--- config.mk ---
export PLATFORM = sky130hd
export DESIGN_NAME = rs_fu_scheduler
export DESIGN_NICKNAME = d
export VERILOG_FILES = /design/src/rtl/rs_fu_scheduler.sv
export SDC_FILE = /design/constraint.sdc
export NUM_CORES = 1
export LEC_CHECK = 0
export BUFFER_PORTS_ARGS = -buffer_cell sky130_fd_sc_hd__buf_2
export CORE_MARGIN = 2
export CORE_UTILIZATION = 35
export CTS_CLUSTER_SIZE = 40
export DETAILED_ROUTE_END_ITERATION = 8
export PLACE_DENSITY = 0.68
export SETUP_SLACK_MARGIN = 0.05
export SYNTH_ARGS = -nofsm -noshare
export SYNTH_HDL_FRONTEND = slang
export SYNTH_SLANG_ARGS = --single-unit
--- constraint.sdc ---
create_clock -name clk -period 3 [get_ports clk]
set_clock_uncertainty 0.1 [all_clocks]
set_input_delay 0.45 -clock clk [delete_from_list [all_inputs] [get_ports clk]]
set_output_delay 0.45 -clock clk [all_outputs]
set_load 0.01 [all_outputs]
--- src/rtl/rs_fu_scheduler.sv ---
// Reservation-station / functional-unit scheduler: FU busy tracking, RS occupancy
// and availability-aware ALU steering. Optional stall counter under SCHED_PERF_EN.
module rs_fu_scheduler #(
  parameter int DEPTH   = 64,
  parameter int ALU_LAT = 2,
  parameter int CW      = 7
) (
  input  logic          clk,
  input  logic          rst_n,
  input  logic          disp_valid_i,
  input  logic          disp_is_mem_i,
  output logic          disp_ready_o,
  output logic [1:0]    disp_fu_o,
  input  logic [2:0]    issue_valid_i,
  input  logic          mem_done_i,
  output logic [2:0]    fu_free_o,
  output logic [2:0]    fu_done_o,
  output logic [CW-1:0] rs_count_o,
  output logic          err_o,
  output logic [31:0]   stall_cnt_o
);

  localparam int LW = (ALU_LAT > 1) ? $clog2(ALU_LAT) : 1;
  localparam logic [0:0]    ST_IDLE    = 1'b0;
  localparam logic [0:0]    ST_BUSY    = 1'b1;
  localparam logic [LW-1:0] CNT_RELOAD = LW'(ALU_LAT - 1);
  localparam logic [CW-1:0] DEPTH_C    = CW'(DEPTH);

  logic [0:0]    alu_st_q  [2];
  logic [0:0]    alu_st_d  [2];
  logic [LW-1:0] alu_cnt_q [2];
  logic [LW-1:0] alu_cnt_d [2];
  logic [0:0]    mem_st_q, mem_st_d;
  logic          alu_sel_q, alu_sel_d;
  logic [CW-1:0] count_q, count_d;
  logic          err_q, err_d;

  logic [2:0]    free_int, done_int, acc_issue;
  logic          acc_disp;
  logic [1:0]    n_pop;
  logic [CW:0]   sum_disp;
  logic          pref, chosen, free_pref, free_alt;

  // Availability and completion, straight from current state.
  always_comb begin
    for (int i = 0; i < 2; i++) begin
      free_int[i] = (alu_st_q[i] == ST_IDLE) || (alu_cnt_q[i] == '0);
      done_int[i] = (alu_st_q[i] == ST_BUSY) && (alu_cnt_q[i] == '0);
    end
    free_int[2] = (mem_st_q == ST_IDLE) || mem_done_i;
    done_int[2] = (mem_st_q == ST_BUSY) && mem_done_i;
    acc_issue   = issue_valid_i & free_int;
  end

  // In-flight state is still visible while rst_n is low, so outputs are forced here.
  assign fu_free_o    = rst_n ? free_int : 3'b111;
  assign fu_done_o    = rst_n ? done_int : 3'b000;
  assign disp_ready_o = !rst_n || (count_q < DEPTH_C);
  assign rs_count_o   = count_q;
  assign err_o        = err_q;

  // NOTE: every always_comb output gets a default first so no path can infer a latch.
  always_comb begin
    for (int i = 0; i < 2; i++) begin
      alu_st_d[i]  = alu_st_q[i];
      alu_cnt_d[i] = alu_cnt_q[i];
      if (acc_issue[i]) begin
        alu_st_d[i]  = ST_BUSY;
        alu_cnt_d[i] = CNT_RELOAD;
      end else if (done_int[i]) begin
        alu_st_d[i]  = ST_IDLE;
      end else if (alu_st_q[i] == ST_BUSY) begin
        alu_cnt_d[i] = alu_cnt_q[i] - LW'(1);
      end
    end
    mem_st_d = mem_st_q;
    if (acc_issue[2])     mem_st_d = ST_BUSY;
    else if (done_int[2]) mem_st_d = ST_IDLE;
  end

  // Steering: keep alternating, but dodge a busy ALU when the other one is free.
  always_comb begin
    pref      = alu_sel_q;
    free_pref = pref ? fu_free_o[1] : fu_free_o[0];
    free_alt  = pref ? fu_free_o[0] : fu_free_o[1];
    chosen    = (!free_pref && free_alt) ? ~pref : pref;
    disp_fu_o = disp_is_mem_i ? 2'b10 : {1'b0, chosen};
    acc_disp  = disp_valid_i && disp_ready_o;
    alu_sel_d = (acc_disp && !disp_is_mem_i) ? ~chosen : alu_sel_q;
  end

  // Occupancy saturates at zero; an issue against an empty RS is flagged instead.
  always_comb begin
    n_pop    = 2'(acc_issue[0]) + 2'(acc_issue[1]) + 2'(acc_issue[2]);
    sum_disp = {1'b0, count_q} + (CW+1)'(acc_disp);
    count_d  = (sum_disp >= (CW+1)'(n_pop)) ? CW'(sum_disp - (CW+1)'(n_pop)) : '0;
    err_d    = err_q
             || (|(issue_valid_i & ~free_int))
             || ((|issue_valid_i) && (count_q == '0));
  end

  // NOTE: sequential state uses non-blocking assignments only, so every flop samples pre-edge values.
  always_ff @(posedge clk) begin
    if (!rst_n) begin
      for (int i = 0; i < 2; i++) begin
        alu_st_q[i]  <= ST_IDLE;
        alu_cnt_q[i] <= '0;
      end
      mem_st_q  <= ST_IDLE;
      alu_sel_q <= 1'b0;
      count_q   <= '0;
      err_q     <= 1'b0;
    end else begin
      for (int i = 0; i < 2; i++) begin
        alu_st_q[i]  <= alu_st_d[i];
        alu_cnt_q[i] <= alu_cnt_d[i];
      end
      mem_st_q  <= mem_st_d;
      alu_sel_q <= alu_sel_d;
      count_q   <= count_d;
      err_q     <= err_d;
    end
  end

`ifdef SCHED_PERF_EN
  logic [31:0] stall_q;

  always_ff @(posedge clk) begin
    if (!rst_n) begin
      stall_q <= '0;
    end else if (disp_valid_i && !disp_ready_o) begin
      stall_q <= stall_q + 32'd1;
    end
  end

  assign stall_cnt_o = stall_q;
`else
  assign stall_cnt_o = 32'd0;
`endif

endmodule

==> impl_metrics.json <==
{
  "grt_pass1_wl_um": 3320,
  "die_w_um": 62.0,
  "crit_path_end_kind": "flip-flop",
  "fillers": 351,
  "fp.dieArea_um2": 3850,
  "antenna_cells": 0,
  "cellLeakagePower_nw": 0.620,
  "grt_max_degree": 11,
  "combPwrFrac_pct": 51.8,
  "critPathRequiredTime_ns": 3.08,
  "worstPathMaxFanout": 7,
  "num_rows": 21,
  "grt-ovfl-total": 0,
  "cpMostUsedCell": "ha_1",
  "netlist_area_um2": 1180,
  "antenna_found_initial": 0,
  "clockBufferDepth": 2,
  "syn_avg_cell_area_um2": 8.24,
  "grt_most_used_layer": "met1",
  "synth-seq-cells": 14,
  "async_flop_share_pct": 0,
  "die_y_um": 62.0,
  "drv_slew": 0,
  "power_w": 0.000916,
  "gp_congestion": 0.821,
  "htree_levels": 1,
  "portBuffers": 24,
  "drtAntennaViolNets": 0,
  "dpl_worst_slack_ns": 0.374,
  "post-dp-hpwl_um": 1700,
  "use_met3_pct": 2.07,
  "num_vias": 924,
  "grt_use_met2_pct": 17.1,
  "synth_area_leaders": "dfxtp_1 24%, buf_4 21%, nor2_1 4.8%",
  "yosysWarnings": 0,
  "final_cells": 213,
  "clkTransAtPathRegs_ns": 0.10,
  "rsz0062_at_grt": "false",
  "status": "completed",
  "clk_latency_ns": 0.28,
  "p_switching_w": 0.000403,
  "start_util_pct": 35.9,
  "area_growth_pct": 6.16,
  "grt_usage_pct": 11.5,
  "critPathBufInv": 0,
  "drc": 0,
  "cpLargestDelayFamily": "adder cells",
  "post_cts_buffers": 0,
  "fin_hold_ws_ns": 0.344,
  "synth_area_leader_cell": "dfxtp_1",
  "fin_crit_sh_pct": 80.4,
  "maxCapViolCount": 0,
  "drt-vias-per-instance": 4.34,
  "netlist.area_leader.share_pct": 23.8,
  "worst_ep_arrival_time_ns": 2.50,
  "p_int_w": 0.000513,
  "io_pins": 57,
  "ys.flop_type": "dfxtp_1",
  "wl_per_cell_um": 9.82,
  "fmax_ghz": 0.414,
  "ctsHoldBuffers": 0,
  "cts_resized": 0,
  "cts_sinks": 14,
  "setup_slack_ns": 0.587,
  "critical_path.max_stage_delay_ns": 0.47,
  "hold_violations": 0,
  "setup_viol": 0,
  "path_class": "reg -> reg",
  "synth_cell_types": 41,
  "post-route-min-period_ns": 2.41,
  "core_um2": 3280,
  "grt_pass1_vias": 734,
  "drtIter0Drc": 38,
  "slowest_stage": "dfxtp_1",
  "cts_inserted_buffers": 3,
  "drive_gt1_share_pct": 22.8,
  "synth_commonest_cells": "33 x buf_4, 15 x nor2_1, 14 x dfxtp_1",
  "switching_share_pct": 44.0,
  "cts_tree": "yes",
  "grtUsageMet1_pct": 17.2,
  "nets": 182,
  "dp.cells": 209,
  "syn_inst": 143,
  "crit_chain": "nand2_1 > and2_1 > ha_1 > ha_1 > ha_1 > nor2b_1 > nor3_2 > nand3_1 > xor2_1 > nor2_1",
  "pwr-share-seq_pct": 32.8,
  "ir_drop_mv": 0.266,
  "wl_um": 2090,
  "min-delay-path-class": "in -> reg",
  "dr.pass1.iters": 4,
  "clockRootBuffer": "clkbuf_4",
  "p_per_area_nw_per_um2": 732,
  "synth_edf_count": 0,
  "yosysMostFrequentCell": "buf_4",
  "cp-start-kind": "flip-flop",
  "clock_power_share_pct": 15.3,
  "setup_tns_ns": 0,
  "ys_seq_area_share_pct": 23.8
}
-- worst reg2reg max path: cells and delay by family, from the launching register on --
family                   cells  cell delay (ns)
flip-flops                   1             0.47
AND/OR/NAND/NOR              6             0.75
XOR/XNOR                     1             0.14
adder cells (fa/ha/maj)      3             0.86
-- sequential cells by signal, summed over array words and instances, names as in the netlist --
signal / flops
alu_cnt_q: 2
alu_sel_q: 1
alu_st_q: 2
err_o: 1
mem_st_q: 1
rs_count_o: 7
-- layer usage --
layer | up-vias | part of all wire [%]
met2 | 39 | 46
met5 | - | 0
met1 | 422 | 48
li1 | 463 | -
met4 | 0 | 0
met3 | 0 | 6.7
-- metrics by stage --
step	instance area, µm²	utilization (%)
2_1_floorplan	1290	-
3_3_place_gp	1210	37.0
3_5_place_dp	1210	37.0
4_1_cts	1250	38.1
5_1_grt	1250	38.1
6_report	1250	38.1
-- cells in the final DEF, fill, tap and decap left out, types with 2 or more instances in the layout --
cell type  synthesis  routed
a21oi_1            8       8
conb_1             1      32
fa_1               2       2
nor3_1             5       5
a31oi_1            2       2
inv_1              6       6
nand2_1            9       9
nor2b_1            2       2
clkbuf_4           0       3
dfxtp_1           14      14
xor2_1             5       5
mux2i_1            2       2
and2_1             2       2
nand2b_1           4       4
nor2_1            15      15
ha_1               4       4
nand3_1            4       4
buf_2              2      24
-- final timing paths --
| check | from | slack, ns | cells after the start | to |
|---|---|---|---|---|
| max | rs_count_o[6] | 0.59 | 10 | rs_count_o[5] |
| min | issue_valid_i[2] | 0.34 | 3 | mem_st_q |
| max reg2reg | rs_count_o[6] | 0.59 | 10 | rs_count_o[5] |
| min reg2reg | err_o | 0.43 | 2 | err_o |
-- logic make-up after synthesis --
family | after synthesis | share of synthesized area [%]
XOR/XNOR | 8 | 7.22
multiplexers | 2 | 1.70
buffers and inverters | 42 | 24.1
AO/OA/AOI/OAI | 21 | 13.8
AND/OR/NAND/NOR | 49 | 21.4
adder cells (fa/ha/maj) | 6 | 7.64
other | 1 | 0.318
flip-flops | 14 | 23.8
-- layout make-up --
class / instances / area, µm² / area share [%]
Sequential cell: 14 / 280 / 22.4
Timing Repair Buffer: 24 / 120 / 9.60
Inverter: 7 / 26.3 / 2.10
Tap cell: 46 / 57.6 / 4.60
Multi-Input combinational cell: 118 / 731 / 58.4
Clock buffer: 4 / 36.3 / 2.90
-- power by group through the flow --
stage               clock network (W)  logic [W]  registers (W)
global route                 0.000151   0.000545       0.000311
CTS                          0.000146   0.000480       0.000301
finish                       0.000141   0.000475       0.000301
floorplan                           0   0.000395       0.000307
global placement                    0   0.000477       0.000307
detailed placement                  0   0.000477       0.000306
(Power assumes the default switching activity.)
